<file path="src/rtl/invaders_pkg.sv">
// Shared formation geometry, index/map types and FSM encoding for the enemy kill path.
package invaders_pkg;

    localparam int COLS      = 10;
    localparam int ROWS      = 6;
    localparam int ENEMY_W   = 16;
    localparam int ENEMY_H   = 16;
    localparam int COL_PITCH = 24;
    localparam int ROW_PITCH = 20;

    typedef logic [9:0]      pix_t;
    typedef logic [9:0][5:0] enemy_map_t;

    typedef struct packed {
        logic [3:0] col;
        logic [2:0] row;
    } enemy_idx_t;

    typedef enum logic [2:0] {
        IDLE,
        SCAN,
        MARK,
        STROBE,
        DONE
    } hit_state_t;

endpackage

</file>
<file path="src/rtl/cell_scanner.sv">
// Walks the enemy formation col-major, one cell per step, tracking the cell origin
// with adders only (row pitch inside a column, column pitch at row wrap).
module cell_scanner
    import invaders_pkg::*;
#(
    parameter int N_COLS  = invaders_pkg::COLS,
    parameter int N_ROWS  = invaders_pkg::ROWS,
    parameter int C_PITCH = invaders_pkg::COL_PITCH,
    parameter int R_PITCH = invaders_pkg::ROW_PITCH
) (
    input  logic        Clk,
    input  logic        reset,
    input  logic        load,
    input  logic        step,
    input  logic [9:0]  fleet_x,
    input  logic [9:0]  fleet_y,
    output enemy_idx_t  idx,
    output logic [10:0] ex,
    output logic [10:0] ey,
    output logic        last
);

    logic [10:0] fy;

    always_ff @(posedge Clk or posedge reset) begin
        if (reset) begin
            idx <= '0;
            ex  <= '0;
            ey  <= '0;
            fy  <= '0;
        end else if (load) begin
            idx <= '0;
            ex  <= {1'b0, fleet_x};
            ey  <= {1'b0, fleet_y};
            fy  <= {1'b0, fleet_y};
        end else if (step) begin
            // 11-bit origins keep a fleet near the right/bottom edge from wrapping to 0
            if (idx.row == 3'(N_ROWS - 1)) begin
                idx.row <= '0;
                idx.col <= idx.col + 4'd1;
                ey      <= fy;
                ex      <= ex + 11'(C_PITCH);
            end else begin
                idx.row <= idx.row + 3'd1;
                ey      <= ey + 11'(R_PITCH);
            end
        end
    end

    assign last = (idx.col == 4'(N_COLS - 1)) && (idx.row == 3'(N_ROWS - 1));

endmodule

</file>
<file path="src/rtl/enemy_hit_detector.sv">
// Per-frame bullet vs. formation scan; emits at most one kill strobe per frame.
// Optional KILL_COUNT_EN adds a saturating kill counter and wave_clear level.
module enemy_hit_detector
    import invaders_pkg::*;
#(
    parameter int COLS      = invaders_pkg::COLS,
    parameter int ROWS      = invaders_pkg::ROWS,
    parameter int ENEMY_W   = invaders_pkg::ENEMY_W,
    parameter int ENEMY_H   = invaders_pkg::ENEMY_H,
    parameter int COL_PITCH = invaders_pkg::COL_PITCH,
    parameter int ROW_PITCH = invaders_pkg::ROW_PITCH
) (
    input  logic            Clk,
    input  logic            reset,
    input  logic            frame_start,
    input  logic            bullet_active,
    input  logic [9:0]      bullet_x,
    input  logic [9:0]      bullet_y,
    input  logic [9:0]      fleet_x,
    input  logic [9:0]      fleet_y,
    input  logic [9:0][5:0] enemy_status,
    output logic [6:0]      enemy_hit,
    output logic            collision,
    output logic            bullet_kill,
    output logic            busy
`ifdef KILL_COUNT_EN
    ,
    output logic [5:0]      kills,
    output logic            wave_clear
`endif
);

    function automatic logic in_span(input logic [10:0] p, input logic [10:0] org,
                                     input logic [10:0] size);
        return (p >= org) && (p <= org + size - 11'd1);
    endfunction

    hit_state_t  state, state_n;
    logic        load, step, hit_en, match, last;
    logic [9:0]  bx, by;
    enemy_idx_t  idx;
    logic [10:0] ex, ey;

    cell_scanner #(
        .N_COLS (COLS),
        .N_ROWS (ROWS),
        .C_PITCH(COL_PITCH),
        .R_PITCH(ROW_PITCH)
    ) u_scan (
        .Clk    (Clk),
        .reset  (reset),
        .load   (load),
        .step   (step),
        .fleet_x(fleet_x),
        .fleet_y(fleet_y),
        .idx    (idx),
        .ex     (ex),
        .ey     (ey),
        .last   (last)
    );

    assign match = enemy_status[idx.col][idx.row]
                && in_span({1'b0, bx}, ex, 11'(ENEMY_W))
                && in_span({1'b0, by}, ey, 11'(ENEMY_H));

    always_comb begin
        state_n = state;
        load    = 1'b0;
        step    = 1'b0;
        hit_en  = 1'b0;
        case (state)
            IDLE, DONE: begin
                if (frame_start) begin
                    load    = 1'b1;
                    state_n = bullet_active ? SCAN : DONE;
                end
            end
            SCAN: begin
                if (frame_start) begin
                    load    = 1'b1;
                    state_n = bullet_active ? SCAN : DONE;
                end else begin
                    step = 1'b1;
                    if (match) begin
                        hit_en  = 1'b1;
                        state_n = MARK;
                    end else if (last) begin
                        state_n = DONE;
                    end
                end
            end
            // MARK gives enemy_hit a full cycle of setup before the strobe edge
            MARK:    state_n = STROBE;
            STROBE:  state_n = DONE;
            default: state_n = IDLE;
        endcase
    end

    always_ff @(posedge Clk or posedge reset) begin
        if (reset) begin
            state     <= IDLE;
            enemy_hit <= '0;
        end else begin
            state <= state_n;
            if (hit_en)
                enemy_hit <= idx;
        end
    end

    always_ff @(posedge Clk) begin
        if (load) begin
            bx <= bullet_x;
            by <= bullet_y;
        end
    end

    assign collision   = (state == STROBE);
    assign bullet_kill = (state == STROBE);
    assign busy        = (state == SCAN) || (state == MARK) || (state == STROBE);

`ifdef KILL_COUNT_EN
    localparam logic [5:0] KILL_MAX = 6'(COLS * ROWS);

    always_ff @(posedge Clk or posedge reset) begin
        if (reset)
            kills <= '0;
        else if ((state == STROBE) && (kills != KILL_MAX))
            kills <= kills + 6'd1;
    end

    assign wave_clear = (kills == KILL_MAX);
`endif

endmodule

</file>
<file path="config.mk">
export PLATFORM = sky130hd
export DESIGN_NAME = enemy_hit_detector
export DESIGN_NICKNAME = d
export VERILOG_FILES = /design/src/rtl/invaders_pkg.sv /design/src/rtl/cell_scanner.sv /design/src/rtl/enemy_hit_detector.sv
export SDC_FILE = /design/constraint.sdc
export NUM_CORES = 1
export LEC_CHECK = 0
export BUFFER_PORTS_ARGS = -buffer_cell sky130_fd_sc_hd__buf_4
export CORE_AREA = 2 2 97 99
export CTS_BUF_LIST = sky130_fd_sc_hd__clkbuf_4 sky130_fd_sc_hd__clkbuf_8
export DETAILED_ROUTE_END_ITERATION = 8
export DIE_AREA = 0 0 99 101
export PLACE_DENSITY = 0.9
export SKIP_CTS_REPAIR_TIMING = 1
export SLEW_MARGIN = 20
export SYNTH_ARGS = -nofsm -noshare
export SYNTH_HDL_FRONTEND = slang
export SYNTH_HIERARCHICAL = 1
export SYNTH_SLANG_ARGS = --single-unit
export TNS_END_PERCENT = 20
</file>
<file path="constraint.sdc">
create_clock -name Clk -period 4.75 [get_ports Clk]
set_input_delay 0.2375 -clock Clk [delete_from_list [all_inputs] [get_ports Clk]]
set_output_delay 0.2375 -clock Clk [all_outputs]
set_load 0.1 [all_outputs]
</file>
Word-level counts from Yosys, hierarchy flattened. Index checks and enable logic that the tools add are counted.

$add $sub $neg: 8. Equality and inequality tests: 8. Reduce and logical (&&, ||, !) cells: 14. Shift-type cells: 0. Magnitude comparators: 6. Divide/modulo/power cells: 0. Bitwise logic cells: 0. Multiplexer cells: 27. Multipliers: 0.

Operators by type and width (count): $mux 11 (6); $add 11x5->11 const B (4); $bmux 6 s4 (1); $ge 10x11->1 (2); $le 10x11->1 (2); $sub 11x1->11 const B (2); $mux 3 (6); $mux 7 (2); $pmux 3 s4 (1); $mux 1 (8); $eq 3x2->1 const B (2); $eq 3x3->1 const B (2); $mux 6 (1); $logic_and 1x1->1 (5); $lt 4x5->1 const B (1); $add 4x1->4 const B (1); $eq 4x4->1 const B (1); $lt 3x4->1 const B (1); $mux 4 (1); $ne 4x4->1 const B (1); $reduce_and 2->1 (2); $reduce_bool 2->1 (2); $add 3x1->3 const B (1); $bmux 1 s3 (1); other kinds (6) (7).

Output and inout bits: 10. Input bits: 104. Register bits: 69. Memories: 0. Bits in read-only memories: 0. Bits in latches: 0. Memory bits (writable): 0. Word-level logic and storage cells: 72.

Longest topological paths before layout. Gate-level depths: netlist (run 1).

Depth after elaboration: 9. Depth in mapped cells: 13. Gate-level depth less buffers: 13.

Modules after synthesis. Netlist (run 1), hierarchy kept.

By module, submodules not included: enemy_hit_detector (area an instance 2977.9 µm², sequential area each 850.8 µm², instances 1, cells an instance 313); cell_scanner (area an instance 2023.2 µm², sequential area each 975.9 µm², instances 1, cells an instance 197).

Worst setup path before layout (run 1). No wires, ideal clock.

Path type: register -> register. Start: reg state[2]. End: reg u_scan.ex[0]. Arrival time: 3170 ps. Setup slack: 1455 ps. Library setup time: 125 ps. Buffers on the path: 3. Data required time: 4625 ps. Period minus slack after synthesis: 3295 ps. Cell stages (with the launch flop): 6. Path through: dfrtp_1 -> a211oi_1 -> buf_2 -> buf_2 -> buf_2 -> mux2_2.

Longest elaborated chain between the ends: 5. Elaborated cells between the ends (all ways): 10. Classes of those cells: eq/ne: 2; mux: 3; reduce/logical: 5.

RTL lines: start, declared (line enemy_hit_detector.sv:38) `hit_state_t state, state_n;`; start signal, assigned (line enemy_hit_detector.sv:104) `state <= state_n;`; $eq 3x1->1, or another cell as far along (line enemy_hit_detector.sv:71) `case (state)`; $reduce_or 3->1 (no line) *; $mux 1 *; net load (line enemy_hit_detector.sv:39) `logic load, step, hit_en, match, last;`; $reduce_bool 2->1 (no line); $reduce_and 2->1 (no line); end signal, assigned (line cell_scanner.sv:33) `ex <= {1'b0, fleet_x};`; end signal, assigned (line cell_scanner.sv:42) `ex <= ex + 11'(C_PITCH);`; end, declared (line cell_scanner.sv:18) `output logic [10:0] ex,`.

The timed path passes the listed nets; every way through them passes the cells marked *. A chain may end at the register's enable or synchronous reset.

Final worst setup path (run 1).
Start: reg u_scan.ey[0]. End: reg enemy_hit[0].

Longest elaborated chain between the ends: 8. Elaborated cells between the ends (all ways): 9. Classes of those cells: add/sub: 2; order compare: 2; mux: 3; reduce/logical: 2.

RTL lines: start, declared (line cell_scanner.sv:19) `output logic [10:0] ey,`; start signal, assigned (line cell_scanner.sv:34) `ey <= {1'b0, fleet_y};`; start signal, assigned (line cell_scanner.sv:41) `ey <= fy;`; start signal, assigned (line cell_scanner.sv:45) `ey <= ey + 11'(R_PITCH);`; $add 11x5->11 (line enemy_hit_detector.sv:35) `return (p >= org) && (p <= org + size - 11'd1);`; $sub 11x1->11 (line enemy_hit_detector.sv:35); $le 10x11->1 (line enemy_hit_detector.sv:35); $logic_and 1x1->1 * (line enemy_hit_detector.sv:35); $logic_and 1x1->1 * (line enemy_hit_detector.sv:64) `&& in_span({1'b0, by}, ey, 11'(ENEMY_H));`; $mux 1 * (line enemy_hit_detector.sv:84) `if (match) begin`; $mux 1 * (line enemy_hit_detector.sv:79) `if (frame_start) begin`; $mux 1 * (line enemy_hit_detector.sv:71); end signal, assigned (line enemy_hit_detector.sv:106) `enemy_hit <= idx;`; end, declared (line enemy_hit_detector.sv:22) `output logic [6:0] enemy_hit,`.

Mark *: on every way between the ends. The rest lies on a longest branch, timed or not.

==> results of run 1 <==
sequential cells by signal, summed over array words and instances (netlist names):
register,cells
u_scan/idx,7
u_scan/ex,11
by,10
u_scan/fy,10
bx,10
enemy_hit,7
u_scan/ey,11
state,3
critical path: stages, from the launching register on:
cell and delay [ns]:
dfrtp_1 0.41, inv_1 0.10, ha_1 0.22, and3_1 0.19, nor3_1 0.20, xnor2_1 0.16
ha_1 0.28, a22o_1 0.21, o41ai_1 0.25, a31oi_1 0.22, nor4_4 0.57, mux2_2 0.40
layer usage:
metal  vias up  routed length [um]  GRT usage [%]
met5         -                   0              0
li1       2115                   -              -
met4         0                 280           8.85
met2       159                6430           42.5
met1      2111                4760           29.4
met3        29                 667           5.13
cells in the final DEF (no fill, tap or decap), types with 6 or more instances in the layout:
cell type  count
nor4_1         7
or4_1          6
xnor2_1       21
nor2b_1       13
nor3_1         8
a21oi_1       20
o21ai_0       27
nand2b_1       6
inv_1         41
nand2_1       31
nand3_1       17
buf_4        117
a211oi_1       7
mux2_2        25
nor2_1        30
clkbuf_8       9
ha_1          46
a21o_1         8
edfxtp_1      20
a31oi_1       10
mux2i_1       15
dfrtp_1       48
nand4_1        6
worst max-delay path by stage:
stage / depth (start not counted) / startpoint / slack [ns] / endpoint
after detailed placement: 7 / u_scan/idx[3] / 1.44 / enemy_hit[0]
after global routing: 9 / u_scan/ey[2] / 1.14 / enemy_hit[5]
after CTS: 11 / u_scan/ey[0] / 1.42 / enemy_hit[0]
after global placement: 11 / u_scan/ey[0] / 1.60 / enemy_hit[3]
after floorplan: 5 / state[2] / 1.45 / u_scan/ex[0]
final: 11 / u_scan/ey[0] / 1.41 / enemy_hit[0]
cell families (layout without fill, tap and decap cells):
family          count (synthesis)  in the layout  share of synthesized area [%]
mux                            43             43                           9.61
flops                          69             69                           36.5
fa+ha+maj                      46             46                           11.5
buf+inv                        62            175                           5.70
compound gates                116            116                           15.8
xor+xnor                       21             21                           3.68
simple gates                  153            153                           17.2
stage by stage:
| step | utilization [%] | hold WS [ns] | setup slack [ns] | area, um2 |
|---|---|---|---|---|
| global route | 68.0 | 0.0355 | 1.14 | 6110 |
| detailed placement | 65.7 | 0.242 | 1.44 | 5900 |
| global placement | 65.7 | 0.229 | 1.60 | 5900 |
| finish | 68.0 | 0.0520 | 1.41 | 6110 |
| floorplan | - | 0.0777 | 1.45 | 5000 |
| CTS | 67.9 | -0.143 | 1.42 | 6100 |
power groups by stage:
stage / combinational, uW / sequential (uW) / clock (uW)
after floorplan: 908 / 890 / 0
after global placement: 1110 / 926 / 0
after detailed placement: 1200 / 941 / 0
after CTS: 1210 / 931 / 492
after global routing: 1360 / 956 / 510
final: 1220 / 936 / 483
final cells by class:
| class | instances | area (um2) | area share (%) |
|---|---|---|---|
| multi-input cells | 379 | 2900 | 47.5 |
| flip-flops and latches | 69 | 1830 | 29.9 |
| repair buffers | 118 | 888 | 14.5 |
| inverters | 41 | 154 | 2.52 |
| well taps | 111 | 139 | 2.27 |
| clock buffers | 9 | 124 | 2.03 |
| clock inverters | 7 | 73.8 | 1.21 |
==> results.md, run 1 <==
- Endpoint, Worst Hold: bx[4]
- Pins Over Slew Limit: 0
- Crit path kind: reg -> reg
- Sw Pwr: 1090 uW
- Data arrival time of the worst path: 3.58 ns
- Reg2reg start: u_scan/ey[0]
- Hold Path Depth: 1
- Leading cell type by number of instances after synthesis: dfrtp_1
- GRT Residual Overflow: 0
- Clock power share: 18.3%
- VDD IR max: 223 uV
- Drt pass-1 iters: 5
- Worst setup SP type: register
- Maxcap violations: 0
- Number of port buffers: 113
- Vias in the first global route: 4,352
- WL final: 12,100 um
- CP max FO: 8
- CP Data Required Time: 4.99 ns
- Slew @ Worst Pin: 0.744 ns
- PwrDens: 432 mW/mm2
- Worst skew pair latency: 0.36 ns
- Int Pwr: 1550 uW
- Root Buffer: clkbuf_8
- Syn Std Cell Area: 0.00500 mm2
- Tot Pwr: 2640 uW
- Minimum clock period: 3.34 ns
- Diode count: 0
- HP Start: bullet_x[4]
- Pleak: 0.00275 uW
- R2R cell count: 11
- Slew headroom: 50.2%
- Clk slew on worst S/H paths: 0.08 ns
- CTS tree: done
- Fillers: 672
- Seq pwr share: 35.5%
- Power share of the combinational group: 46.2%
- Dpl hpwl: 9280 um
- DIE WIDTH: 99 um
- Worst hold path type: in -> reg
- Ranking of synthesized cells by area: dfrtp_1 (25%), edfxtp_1 (12%), ha_1 (12%)
- Chip height: 101 um
- DR WL/cell: 16.5 um
- CTS H-Tree Depth: 3
- Final std cells w/o fill: 734
- Top cells by count, synth: dfrtp_1 (49), ha_1 (46), inv_1 (41)
- Sw Ratio: 41.3%
- Largest net degree at the start of global routing: 40
- Net Count, Synth: 660
- Sink Count: 69
- Initial core utilization: 55.7%
- RSZ-0062 raised after global routing: no
- Initial DRC Count: 302
- Area leader, netlist: dfrtp_1
- Flop2flop setup slack: 1.41 ns
- Setup crit end kind: register
- Total CTS buffers: 9
- Status: complete, no violations
- Clock skew: 0.0112 ns
- Distinct cell type count after synthesis: 61
- Synth Register Bits: 69
- Boundary pin count: 114
- Syn Area/Cell: 9.81 um2
- Vias: 4,414
- Core Rows: 35
- Layout cells sized above 1: 26.8%
- Core area: 0.00898 mm2
- First-pass GRT wire length: 19,700 um
- Post-route DRC: 0
- Post-DRT Antenna Nets: 0
- Syn. warnings: 6
- Register area share after synthesis: 36.5%
- Max Freq: 299 MHz
- Async set or reset register ratio after synthesis: 71.0%
- P&R area growth vs syn: 22.1%
- Top FF cell, synth: dfrtp_1
- Final Setup Violations: 0
- Placed insts: 717
- R2r endpoint: enemy_hit[0]
- Final #Nets: 768
- Total negative setup slack: 0 ns
- Initial antenna violation count: 0
- Aggregate global-route resource usage: 24.2%
- CTS max path bufs: 2
- Die area: 0.0100 mm2
- Cells after synthesis: 510
- Routability cong.: 0.972
- Vias per Instance: 6.01
- Hold Vio Cnt, Final: 0
- Post-synth top area share: 24.5%
- EDFF count, synth: 20
- Final period util: 70.4%
No activity file was read; power rests on OpenSTA's default activity.
==> run 2: changes to the inputs <==
- clock period: 4.75 -> 3.2 ns (I/O delays scaled with it)
==> run 2 against run 1 <==
Hold slack worse by 0.026 ns. Sequential power up 50%. Utilization up 4.0 points. Design area up 5.9%. Sequential share of layout area down 1.7 points. Register-to-register slack worse by 1.3 ns. First-iteration DRC count down 15%. Die area unchanged. Count of clock-buffer cells in the layout up 3. Maximum frequency up 8.3%. Largest power group unchanged. Highest routed layer unchanged.
==> results.md, run 2 (synthesized netlist as in run 1, its figures left out) <==
- Status: complete, no violations
- Finished Core Util: 72.1%
- HP Start: fleet_x[5]
- PwrDens: 633 mW/mm2
- GRT Residual Overflow: 0
- Core Rows: 35
- Cell family with most CP delay: simple AND/OR/NAND/NOR gates
- Setup crit end kind: register
- R2r endpoint: enemy_hit[4]
- R2R cell count: 13
- Largest net degree at the start of global routing: 41
- Endpoint, Worst Hold: u_scan/ex[5]
- Final period util: 96.5%
- Worst skew pair latency: 0.35 ns
- Initial DRC Count: 257
- Post-route DRC: 0
- CP max stage cell: dfrtp_1
- Initial antenna violation count: 0
- Critical path buffer and inverter count: 1
- Worst hold path type: in -> reg
- Vias: 4,629
- Pleak: 0.00290 uW
- Biggest regs: u_scan/ex: 11 flops, u_scan/ey: 11 flops
- Post-DRT Antenna Nets: 0
- WL final: 13,100 um
- P&R area growth vs syn: 29.4%
- Root Buffer: clkbuf_8
- Minimum clock period: 3.09 ns
- Drt pass-1 iters: 5
- Initial core utilization: 55.7%
- Maxcap violations: 0
- Number of port buffers: 113
- First-pass GRT wire length: 20,100 um
- Die area: 0.0100 mm2
- Final #Nets: 799
- VDD IR max: 346 uV
- CTS max path bufs: 2
- Finished Cell Area: 0.00647 mm2
- Aggregate global-route resource usage: 24.8%
- Layout cells sized above 1: 28.9%
- Boundary pin count: 114
- Crit path largest cell delay: 0.51 ns
- Commonest non-fill, non-tap cell in the layout: buf_4
- Hold Slack: 0.0260 ns
- Hold Path Depth: 3
- CTS tree: done
- CP Data Required Time: 3.44 ns
- Commonest cells after routing, fill and taps aside: buf_4 (126), dfrtp_1 (49), ha_1 (44)
- Total CTS buffers: 9
- DR WL/cell: 17.1 um
- Final Setup Violations: 0
- Vias in the first global route: 4,433
- Core area: 0.00898 mm2
- Routability cong.: 0.948
- Chip height: 101 um
- Clock skew: 0.00806 ns
- Crit path kind: reg -> reg
- Critical path launch point: u_scan/ex[5]
- CP max FO: 9
- Data arrival time of the worst path: 3.33 ns
- Pins Over Slew Limit: 0
- Hold Vio Cnt, Final: 0
- Sink Count: 69
- Dpl hpwl: 9420 um
- Vias per Instance: 6.05
- Reg2reg start: u_scan/ex[5]
- Slew headroom: 45.4%
- Final WS setup: 0.113 ns
- Clk slew on worst S/H paths: 0.07 ns
- Dpl ws: 0.0204 ns
- Flop2flop setup slack: 0.11 ns
- CTS H-Tree Depth: 3
- DIE WIDTH: 99 um
- Diode count: 0
- Slew @ Worst Pin: 0.816 ns
- Crit path cell chain: and3_1, and3_1, nand2_1, xnor2_1, ha_1, nand3_1, nor3_1, a31oi_1, o21ai_1, nand2_1, nor4_4, buf_6, mux2_2
- Dpl cell area: 0.00598 mm2
- Max Freq: 324 MHz
- Worst setup SP type: register
run 2: worst max-delay path by stage:
stage	endpoint	slack, ns	depth (start not counted)
2_1_floorplan	enemy_hit[0]	0.25	11
3_3_place_gp	enemy_hit[6]	0.17	12
3_5_place_dp	enemy_hit[4]	0.02	12
4_1_cts	enemy_hit[4]	-0.003	12
5_1_grt	enemy_hit[4]	-0.04	11
6_report	enemy_hit[4]	0.11	13
run 2: where the power goes:
part / internal (uW) / switching (uW) / total [uW]
logic: 927 / 1060 / 1990
clock network: 385 / 330 / 715
registers: 1110 / 285 / 1400
run 2: routing by layer:
metal  up-vias  routed length, um  GRT usage (%)
li1       2169                  -              -
met1      2219               5120           28.7
met5         -                  0              0
met4         0                461           11.4
met2       189               6770           44.0
met3        52                697           5.41
run 2: area by class of cell:
cell class | count | area [um2]
multi-input cells | 379 | 2970
fillers | 611 | 2510
flip-flops and latches | 69 | 1830
repair buffers | 149 | 1190
inverters | 41 | 154
clock buffers | 12 | 146
well taps | 111 | 139
clock inverters | 4 | 48.8
run 2: per-stage QoR:
| stage | TNS (ns) | cells | total power (uW) |
|---|---|---|---|
| after global placement | 0 | 726 | 3080 |
| after CTS | -0.00502 | 742 | 3950 |
| after global routing | -0.160 | 765 | 4370 |
| final | 0 | 765 | 4100 |
| after floorplan | 0 | 510 | 2670 |
| after detailed placement | 0 | 726 | 3220 |
run 2: worst min-delay path, cell delays in order:
cell and delay (ns):
buf_4 0.09, nand2_1 0.04, nand3_1 0.05
